### config.mk
export PLATFORM = sky130hd
export DESIGN_NAME = lcd_stream_sequencer
export DESIGN_NICKNAME = d
export VERILOG_FILES = /design/src/rtl/lcd_stream_sequencer.sv
export SDC_FILE = /design/constraint.sdc
export NUM_CORES = 1
export LEC_CHECK = 0
export BUFFER_PORTS_ARGS = -buffer_cell sky130_fd_sc_hd__buf_2
export CORE_ASPECT_RATIO = 0.8
export CORE_MARGIN = 4
export CORE_UTILIZATION = 58
export CTS_CLUSTER_SIZE = 30
export DETAILED_ROUTE_END_ITERATION = 10
export GPL_ROUTABILITY_DRIVEN = 0
export PLACE_DENSITY_LB_ADDON = 0.15
export REMOVE_ABC_BUFFERS = 1
export SLEW_MARGIN = 20
export SYNTH_ARGS = -nofsm -noshare
export SYNTH_HDL_FRONTEND = slang
export SYNTH_SLANG_ARGS = --single-unit
### constraint.sdc
create_clock -name screen_clk -period 2.7 [get_ports screen_clk]
set_input_delay 0.81 -clock screen_clk [delete_from_list [all_inputs] [get_ports screen_clk]]
set_output_delay 0.81 -clock screen_clk [all_outputs]
set_load 0.05 [all_outputs]
### src/rtl/lcd_stream_sequencer.sv
// lcd_stream_sequencer: parses the 17-bit display token stream through a 2-entry
// lookahead buffer and serves one RGB565 pixel per LCD request, filling on underflow.
module lcd_stream_sequencer #(
  parameter int FRAME_WIDTH = 480,
  parameter int FRAME_HEIGHT = 272,
  parameter logic [15:0] FILL_COLOR = 16'h0000
) (
  input  logic        screen_clk,
  input  logic        reset_n,
  input  logic [16:0] queue_data_in,
  input  logic        queue_empty,
  output logic        queue_rd_en,
  input  logic        lcd_frame_start,
  input  logic        pix_req,
  output logic [15:0] pix_data,
  output logic        pix_valid,
  output logic        frame_done,
  output logic        in_frame,
  output logic [15:0] underflow_cnt,
  output logic [7:0]  sync_err_cnt
);
  localparam int RW = $clog2(FRAME_HEIGHT + 1);
  localparam int CW = $clog2(FRAME_WIDTH);
  localparam logic [RW-1:0] H_L = RW'(FRAME_HEIGHT);
  localparam logic [CW-1:0] C_LAST = CW'(FRAME_WIDTH - 1);
  typedef enum logic [1:0] {SEEK, ROW_WAIT, PIXELS} state_t;
  state_t state, nxt;
  logic [16:0] b0, b1;
  logic [1:0] cnt;
  logic [RW-1:0] row, nrow;
  logic [CW-1:0] col, ncol;
  logic hv, is_fs, is_rs, is_fe, is_px, align_err, serve, pop, err, done;
  assign hv = cnt != 2'd0;
  assign is_fs = b0 == 17'h10000;
  assign is_rs = b0 == 17'h10001;
  assign is_fe = b0 == 17'h1FFFF;
  assign is_px = !b0[16];
  // The read lands at the edge that closes the cycle, so it only needs a free slot.
  assign queue_rd_en = reset_n && !queue_empty && cnt < 2'd2;
  assign align_err = lcd_frame_start && state != SEEK && (row != '0 || state == PIXELS);
  assign serve = pix_req && !align_err && state == PIXELS && hv && is_px;
  always_comb begin
    nxt = state;
    nrow = row;
    ncol = col;
    pop = 1'b0;
    err = 1'b0;
    done = 1'b0;
    if (align_err) begin
      nxt = SEEK;
      err = 1'b1;
    end else if (hv) begin
      case (state)
        SEEK: begin
          pop = 1'b1;
          nrow = '0;
          nxt = is_fs ? ROW_WAIT : SEEK;
        end
        ROW_WAIT: begin
          pop = 1'b1;
          if (is_rs && row < H_L) begin
            nxt = PIXELS;
            ncol = '0;
          end else if (is_fe && row == H_L) begin
            nxt = SEEK;
            done = 1'b1;
          end else begin
            err = 1'b1;
            nrow = '0;
            nxt = is_fs ? ROW_WAIT : SEEK;
          end
        end
        PIXELS: begin
          if (!is_px) begin
            pop = 1'b1;
            err = 1'b1;
            nrow = '0;
            nxt = is_fs ? ROW_WAIT : SEEK;
          end else if (pix_req) begin
            pop = 1'b1;
            ncol = col == C_LAST ? '0 : col + 1'b1;
            nrow = col == C_LAST ? row + 1'b1 : row;
            nxt = col == C_LAST ? ROW_WAIT : PIXELS;
          end
        end
        default: nxt = SEEK;
      endcase
    end
  end
  always_ff @(posedge screen_clk or negedge reset_n) begin
    if (!reset_n) begin
      state <= SEEK;
      row <= '0;
      col <= '0;
      b0 <= '0;
      b1 <= '0;
      cnt <= 2'd0;
      pix_data <= FILL_COLOR;
      pix_valid <= 1'b0;
      frame_done <= 1'b0;
      in_frame <= 1'b0;
      underflow_cnt <= '0;
      sync_err_cnt <= '0;
    end else begin
      state <= nxt;
      row <= nrow;
      col <= ncol;
      in_frame <= nxt != SEEK;
      frame_done <= done;
      if (err && sync_err_cnt != 8'hFF) sync_err_cnt <= sync_err_cnt + 1'b1;
      if (pix_req) begin
        pix_data <= serve ? b0[15:0] : FILL_COLOR;
        pix_valid <= serve;
        if (!serve && underflow_cnt != 16'hFFFF) underflow_cnt <= underflow_cnt + 1'b1;
      end
      // A push never coincides with a full buffer, so pop+push only happens at occupancy 1.
      if (pop) b0 <= cnt == 2'd2 ? b1 : queue_data_in;
      else if (queue_rd_en && cnt == 2'd0) b0 <= queue_data_in;
      if (queue_rd_en && cnt != 2'd0 && !pop) b1 <= queue_data_in;
      cnt <= cnt + {1'b0, queue_rd_en} - {1'b0, pop};
    end
  end
endmodule

==> flow_summary.ini, run 1 <==
[placed_design]
place.detailed.hpwl_mm = 7.77
placed_area_um2 = 5580
portBuffers = 65

[power_and_ir_drop]
vdd_drop_max_mv = 0.547
power_leakage_nw = 2.62
power_density_nw_per_um2 = 846
p_total_mw = 4.90

[global_route]
grtUsageTotal_pct = 22.0
gr-total-overflow = 0
grt_max_degree = 71
grt_pass1_wl_mm = 18.4
antenna_found_initial = 0
grt_pass1_vias = 3717

[synth]
yosysTopAreaCell = dfrtp_1
yosys.area_share.adder_pct = 2.71
syn-cell-area_um2 = 5080
postSynthCellCount = 436
ys.warnings.count = 0
seq_area_frac_synth_pct = 48.7
synthSimpleGateAreaFrac_pct = 15.2
synth_edf_count = 0
synth_area_leaders = dfrtp_1, mux2_2, mux2_4
synth_mux_area_share_pct = 12.7
synth_top_area_share_pct = 48.7
ys_ff_latch = 99
ys_types = 60
avgSynthCellArea_um2 = 11.7
synthArstFlopShare_pct = 100
synth-compound-area-share_pct = 14.1
ys.flop_type = dfrtp_1
synthXorXnorAreaFrac_pct = 4.13
synth_top_family_by_area = simple AND/OR/NAND/NOR gates

[floorplanning]
core_area_um2 = 8520
initial_utilization_pct = 59.7
dieHeight_um = 91.7
dieArea_um2 = 10300
ioPinCount = 66
die_x_um = 113
core.rowCount = 30

[route]
drt-initial-drc-count = 262
routed_wl_mm = 11.0
num_vias = 3820
antenna_left = 0
dr.pass1.iters = 5
vias_per_cell = 6.09
wl_per_cell_um = 17.6
drcViolationCount = 0

[clock_tree]
clk_pin_slew_ns = 0.10
post_cts_resize_count = 0
h-tree-depth = 3
cts_made_buffers = 9
cts.sinks = 99
clkLatencyLatePin_ns = 0.38
cts_buffer_depth = 2
hold_buffers = 0
root_buffer = clkbuf_8
post_cts_buffers = 0
cts_tree = built

[final_layout]
nFillCells = 625
final_core_util_pct = 68.0
areaGrowthSynthToFinish_pct = 14.0
num-nets-final = 543
fin_area_um2 = 5790
layout-drive-gt1-share_pct = 31.8
diodes = 0

[sta]
setup_viol = 0
finalSetupTns_ns = 0
rsz0062_at_grt = false
fin_hold_ws_ns = 0.440
fmax_ghz = 0.393
relSlewSlack_pct = 42.7
tightest_slew_ns = 0.859
fin_crit_sh_pct = 94.2
skew_ns = 0.00929
hold_violations = 0
finalMaxSlewViolations = 0
fin_crit_ns = 2.54

[setup_path]
worstSetupEndpointType = flop
crit_buf_inv = 3
path_cells = inv_1 > ha_1 > buf_4 > or2b_1 > o31ai_4 > buf_4 > nor3_1 > xor2_1
crit_arrival_ns = 2.80
cpMaxStageDelayCell = o31ai_4
critPathMostFrequentCell = buf_4
cp_max_fo = 14
cpLargestDelayFamily = buffers and inverters
criticalPathCategory = reg2reg
cpPeakStageDelay_ns = 0.50
start_kind = flop
worstPathRequired_ns = 2.96

[run]
maxCapViolations = 0

[worst_hold_path]
hp-class = in2async

[status]
status = completed
## per-stage QoR
step                      instances  setup WS, ns
after floorplan                 422        -0.698
after global placement          611         0.240
after detailed placement        611         0.101
after CTS                       627        0.0869
after global routing            627        0.0389
final                           627         0.156
## area by class of cell
cell class | count | area, um^2 | area share [%]
clock buffer | 10 | 138 | 2.38
clock inverter | 6 | 73.8 | 1.27
inverter | 10 | 37.5 | 0.648
multi-input combinational | 313 | 2480 | 42.9
sequential | 99 | 2480 | 42.8
tap | 112 | 140 | 2.42
timing repair buffer | 77 | 443 | 7.64
## worst reg2reg max path: cells and delay by family, from the launching register on
family | cells | cell delay, ns
flip-flops | 1 | 0.44
buffers and inverters | 3 | 0.57
XOR/XNOR | 1 | 0.18
AND/OR/NAND/NOR | 2 | 0.51
AO/OA/AOI/OAI | 1 | 0.50
adder cells (fa/ha/maj) | 1 | 0.22
## cells by family after synthesis
family	Yosys count
AOI/OAI and AO/OA	92
DFF	99
xor gates and xnor gates	24
adders and majority gates	11
and+or+nand+nor	132
muxes	54
buffers and inverters	24
## final timing paths
kind / start / to / slack (ns) / depth (start not counted)
min in group screen_clk: underflow_cnt[13] / underflow_cnt[13] / 0.49 / 1
setup / recovery: state[0] / underflow_cnt[11] / 0.16 / 8
setup reg to reg: state[0] / underflow_cnt[11] / 0.16 / 8
max in group asynchronous: reset_n / b1[3] / 1.07 / 3
hold / removal: reset_n / col[2] / 0.44 / 2
hold reg to reg: underflow_cnt[13] / underflow_cnt[13] / 0.49 / 1
## synth_stat cells, types with 4 or more instances
master and instances:
dfrtp_1 99, mux2_2 43, nand2_1 26, nand3_1 21, nor2_1 20, a22o_1 16, a21oi_1 15, xor2_1 14
nor4_1 13, ha_1 11, mux2_4 10, o21ai_0 10, o31ai_1 10, xnor2_1 10, and3_1 9, inv_1 9
nor3_1 8, a31oi_1 6, and4_1 6, buf_2 6, o21a_1 6, nand4_1 5, a211oi_1 4, nor2b_1 4
## cells in the final DEF (no fill, tap or decap), types with 3 or more instances in the layout
master     n
dfrtp_1   99
buf_2     64
mux2_2    43
nand2_1   26
nand3_1   21
nor2_1    20
a22o_1    16
a21oi_1   15
xor2_1    14
nor4_1    13
ha_1      11
buf_4     11
o21ai_0   10
xnor2_1   10
o31ai_1   10
mux2_4    10
clkbuf_8  10
inv_1      9
and3_1     9
nor3_1     7
and4_1     6
a31oi_1    6
o21a_1     6
nand4_1    5
nor2b_1    4
a211oi_1   4
and2_1     3
nand2b_1   3
a41oi_1    3
## layer usage
| layer | share of wire (%) | vias up | wire, um | track usage, % |
|---|---|---|---|---|
| li1 | - | 1783 | - | - |
| met1 | 46 | 1896 | 5120 | 31.7 |
| met2 | 46 | 127 | 5050 | 33.2 |
| met3 | 6.5 | 14 | 712 | 5.74 |
| met4 | 1.2 | 0 | 136 | 6.21 |
| met5 | 0 | - | 0 | 0 |
## state kept, by name, indices dropped and copies added (netlist names)
name / flops
frame_done: 1
pix_valid: 1
cnt: 2
state: 2
col: 9
row: 9
b1: 17
pix_data: 16
in_frame: 1
b0: 17
underflow_cnt: 16
sync_err_cnt: 8
## where the power goes
part / switching [mW] / internal [mW] / leakage (nW)
sequential: 0.417 / 1.86 / 1.26
clock: 0.537 / 0.463 / 0.101
combinational: 0.871 / 0.755 / 1.25
Power figures use the tool's default switching activity.
==> run 2, diff against run 1 <==
--- a/config.mk
+++ b/config.mk
@@ -6,9 +6,11 @@
 export NUM_CORES = 1
 export LEC_CHECK = 0
 export BUFFER_PORTS_ARGS = -buffer_cell sky130_fd_sc_hd__buf_2
+export CELL_PAD_IN_SITES_DETAIL_PLACEMENT = 1
+export CELL_PAD_IN_SITES_GLOBAL_PLACEMENT = 1
 export CORE_ASPECT_RATIO = 0.8
 export CORE_MARGIN = 4
-export CORE_UTILIZATION = 58
+export CORE_UTILIZATION = 46
 export CTS_CLUSTER_SIZE = 30
 export DETAILED_ROUTE_END_ITERATION = 10
 export GPL_ROUTABILITY_DRIVEN = 0
==> flow_summary.ini, run 2 (synthesis results as in run 1) <==
[setup_path]
start_kind = flop
worstSetupEndpointType = flop
criticalPathCategory = reg2reg
crit_arrival_ns = 2.75
worstPathRequired_ns = 2.93
cp_max_fo = 6
r2r_setup_slack_ns = 0.18
worstRegToRegCells = 8

[route]
drcViolationCount = 0
antenna_left = 0
dr.pass1.iters = 4
num_vias = 3838
routed_wl_mm = 12.9
vias_per_cell = 5.78
wl_per_cell_um = 19.4
drt-initial-drc-count = 185

[floorplanning]
ioPinCount = 66
die_x_um = 126
dieArea_um2 = 12800
initial_utilization_pct = 46.9
core_area_um2 = 10800
dieHeight_um = 102
core.rowCount = 34

[clock_tree]
post_cts_resize_count = 0
clk_pin_slew_ns = 0.08
cts.sinks = 99
h-tree-depth = 3
cts_tree = built
root_buffer = clkbuf_16
post_cts_buffers = 0
clkLatencyLatePin_ns = 0.35
hold_buffers = 0
cts_buffer_depth = 2
cts_made_buffers = 9

[sta]
setup_viol = 0
tightest_slew_ns = 0.657
skew_ns = 0.00873
rsz0062_at_grt = false
setup_slack_ns = 0.181
fmax_ghz = 0.397
fin_crit_ns = 2.52
hold_violations = 0
relSlewSlack_pct = 55.7
fin_crit_sh_pct = 93.3
finalMaxSlewViolations = 0

[global_route]
grt_pass1_vias = 4188
grt_pass1_wl_mm = 21.6
gr-total-overflow = 0
antenna_found_initial = 0
grtUsageTotal_pct = 21.0
grt_max_degree = 51

[worst_hold_path]
hp-class = reg2reg
hold_depth = 1

[run]
maxCapViolations = 0

[final_layout]
num-nets-final = 548
final_cell_mix = dfrtp_1, buf_2, mux2_2
mostFrequentLayoutCell = dfrtp_1
diodes = 0
layout-drive-gt1-share_pct = 32.1
areaGrowthSynthToFinish_pct = 17.0
top_regs = b0 (17), b1 (17)

[status]
status = completed

[power_and_ir_drop]
p_sw_mw = 1.95
power_leakage_nw = 2.68
p_int_mw = 3.27
p_sw_share_pct = 37.3
vdd_drop_max_mv = 0.391
power_density_nw_per_um2 = 878
p_seq_share_pct = 43.8
clockPowerShare_pct = 24.5
p_total_mw = 5.23
pwr-share-comb_pct = 31.7

[placed_design]
post-place-ws_ns = 0.174
portBuffers = 65
place.detailed.hpwl_mm = 9.33
run 2: cell types whose count changed in the layout (fill, tap and decap cells not counted), moves of 2 or more:
cell	delta
clkbuf_8	-10
clkbuf_16	+9
buf_4	+5
clkinvlp_4	-2
inv_8	+2
run 2: routing by layer:
metal | share of wire, % | vias to the layer above | global-route usage [%] | routed length, um
met5 | 0 | - | 0 | 0
met4 | 1.1 | 0 | 4.58 | 141
met1 | 47 | 1968 | 28.2 | 6010
met2 | 49 | 62 | 35.5 | 6320
li1 | - | 1797 | - | -
met3 | 3.1 | 11 | 4.39 | 393
run 2: power groups by stage:
stage	clock network (mW)	logic [mW]	registers, mW
global route	1.38	1.79	2.36
floorplan	0	0.994	2.43
detailed placement	0	1.67	2.31
finish	1.28	1.65	2.29
CTS	1.31	1.68	2.29
global placement	0	1.59	2.28
run 2: through the flow:
step                      TNS [ns]  cells  util, %  instance area, um^2  hold slack (ns)
final                            0    664     54.8                 5950            0.489
after global routing             0    664     54.8                 5950            0.518
after detailed placement         0    648     52.1                 5660            0.485
after global placement           0    648     52.1                 5660            0.459
after floorplan             -20.79    422        -                 4990            0.473
after CTS                        0    664     54.8                 5950            0.495
run 2: path summary, 6_finish.rpt:
| kind | startpoint | endpoint |
|---|---|---|
| setup / recovery | state[0] | col[7] |
| hold / removal | underflow_cnt[14] | underflow_cnt[14] |
| setup reg to reg | state[0] | col[7] |
| hold reg to reg | underflow_cnt[14] | underflow_cnt[14] |
| max in group asynchronous | reset_n | pix_valid |
| min in group asynchronous | reset_n | in_frame |
run 2: cell type report:
cell class	count	area, um^2
Fill cell	1178	4900
Clock buffer	9	225
Multi-Input combinational cell	313	2480
Inverter	10	37.5
Clock inverter	7	68.8
Sequential cell	99	2480
Timing Repair Buffer	82	480
Tap cell	144	180
run 2: worst max-delay path, stage by stage, from the launching register on:
cell and delay, ns:
dfrtp_1 0.42, inv_1 0.11, ha_1 0.22, nor3_1 0.32
a31o_1 0.32, buf_4 0.19, nand2_2 0.06, or3_1 0.48
o41ai_2 0.29
==> run 3, diff against run 2 <==
--- a/config.mk
+++ b/config.mk
@@ -5,12 +5,13 @@
 export SDC_FILE = /design/constraint.sdc
 export NUM_CORES = 1
 export LEC_CHECK = 0
+export ABC_AREA = 1
 export BUFFER_PORTS_ARGS = -buffer_cell sky130_fd_sc_hd__buf_2
 export CELL_PAD_IN_SITES_DETAIL_PLACEMENT = 1
 export CELL_PAD_IN_SITES_GLOBAL_PLACEMENT = 1
 export CORE_ASPECT_RATIO = 0.8
 export CORE_MARGIN = 4
-export CORE_UTILIZATION = 46
+export CORE_UTILIZATION = 44
 export CTS_CLUSTER_SIZE = 30
 export DETAILED_ROUTE_END_ITERATION = 10
 export GPL_ROUTABILITY_DRIVEN = 0
==> flow_summary.ini, run 3 <==
[route]
drcViolationCount = 0
vias_per_cell = 5.13
drt-initial-drc-count = 240
antenna_left = 0
wl_per_cell_um = 15.6
routed_wl_mm = 14.9
num_vias = 4890
dr.pass1.iters = 4

[global_route]
grt_pass1_wl_mm = 25.4
grt_max_degree = 100
antenna_found_initial = 0
grt_pass1_vias = 5089
gr-total-overflow = 0
grtUsageTotal_pct = 21.8

[sta]
finalSetupTns_ns = 0
relSlewSlack_pct = 63.5
skew_ns = 0.0115
hold_violations = 0
fmax_ghz = 0.408
fin_crit_ns = 2.45
tightest_slew_ns = 0.548
setup_slack_ns = 0.248
fin_crit_sh_pct = 90.8
setup_viol = 0
rsz0062_at_grt = false
finalMaxSlewViolations = 0

[final_layout]
fin_area_um2 = 6380
multi_input_area_um2 = 2640
diodes = 0
final_cells = 954
num-nets-final = 811
layout-drive-gt1-share_pct = 18.8
final_cell_mix = nand2_1, dfrtp_1, inv_1
areaGrowthSynthToFinish_pct = 13.8
mostFrequentLayoutCell = nand2_1
final_core_util_pct = 51.7
regArea_um2 = 2480
nFillCells = 1578
top_regs = b0 (17), b1 (17)

[synth]
synthArstFlopShare_pct = 100
yosysTopAreaCell = dfrtp_1
syn-cell-area_um2 = 5610
postSynthCellCount = 712
synth_edf_count = 0
avgSynthCellArea_um2 = 7.87
synth_common_cells = nand2_1, dfrtp_1, inv_1
ys_ff_latch = 99
synth_area_leaders = dfrtp_1, nand2_1, inv_1
ys.flop_type = dfrtp_1
ys_types = 38
ys.warnings.count = 0
seq_area_frac_synth_pct = 44.2
synth_top_area_share_pct = 44.2
yosysMostFrequentCell = nand2_1

[power_and_ir_drop]
power_density_nw_per_um2 = 1060
vdd_drop_max_mv = 0.648
power_leakage_nw = 3.29

[worst_hold_path]
hold_depth = 2
hp-class = reg2reg

[placed_design]
placed_area_um2 = 6080
place.detailed.hpwl_mm = 10.7
portBuffers = 65
post-place-ws_ns = 0.241
dp_cells = 938

[clock_tree]
post_cts_buffers = 0
cts.sinks = 99
cts_tree = built
clk_pin_slew_ns = 0.07
root_buffer = clkbuf_16
h-tree-depth = 3
hold_buffers = 0
post_cts_resize_count = 0
clkLatencyLatePin_ns = 0.36
cts_made_buffers = 9
cts_buffer_depth = 2

[floorplanning]
dieHeight_um = 109
dieArea_um2 = 14600
initial_utilization_pct = 45.4
core.rowCount = 36
core_area_um2 = 12300
ioPinCount = 66
die_x_um = 134

[status]
status = completed

[setup_path]
start_kind = flop
worstSetupEndpointType = flop
worstPathRequired_ns = 2.97
cp_max_fo = 18
worstRegToRegCells = 12
criticalPathCategory = reg2reg
crit_arrival_ns = 2.73

[run]
maxCapViolations = 0
## run 3: layout make-up
class,instances,share of cell area (%)
inverters,91,5.43
flip-flops and latches,99,38.8
clock buffers,10,3.59
multi-input cells,504,41.4
well taps,171,3.35
clock inverters,6,1.12
repair buffers,73,6.28
## run 3: path summary, 6_finish.rpt
kind,start,to,slack [ns]
min in group asynchronous,reset_n,col[6],0.57
worst max register to register,state[0],cnt[1],0.25
max in group asynchronous,reset_n,sync_err_cnt[4],1.72
worst min register to register,pix_data[6],pix_data[6],0.49
worst max-delay path,state[0],cnt[1],0.25
worst min-delay path,pix_data[6],pix_data[6],0.49
## run 3: through the flow
stage	hold WS (ns)	power (mW)
after global routing	0.505	7.35
after detailed placement	0.474	5.49
after global placement	0.457	5.31
final	0.490	6.78
after CTS	0.494	6.88
after floorplan	0.449	4.53
## run 3: worst max-delay path, cell delays in order, from the launching register on
cell      delay (ns)
dfrtp_1         0.43
inv_1           0.12
ha_1            0.25
inv_1           0.12
buf_4           0.19
nand2_1         0.12
nand2_4         0.10
nand2_4         0.12
clkinv_4        0.18
ha_1            0.33
inv_1           0.04
ha_1            0.19
xnor2_1         0.18
## run 3: cells by family (layout without fill, tap and decap cells)
kind of cell / after synthesis / count (layout) / synth area share (%)
buf+inv: 109 / 180 / 8.73
simple gates: 376 / 376 / 29.6
flops: 99 / 99 / 44.2
compound gates: 75 / 75 / 7.66
xor+xnor: 25 / 25 / 3.91
mux: 17 / 17 / 3.42
fa+ha+maj: 11 / 11 / 2.46
## run 3: layer usage
layer  part of all wire, %  GRT usage (%)  up-vias
met3                   3.7           5.58        9
met2                    48           35.9       67
met5                     0              0        -
li1                      -              -     2405
met1                    47           29.5     2409
met4                   1.1           4.22        0
## run 3: power breakdown
part / switching [mW] / total [mW] / internal, mW
combinational: 2.18 / 3.15 / 0.974
clock: 0.603 / 1.33 / 0.731
sequential: 0.397 / 2.30 / 1.90
total: 3.18 / 6.78 / 3.61
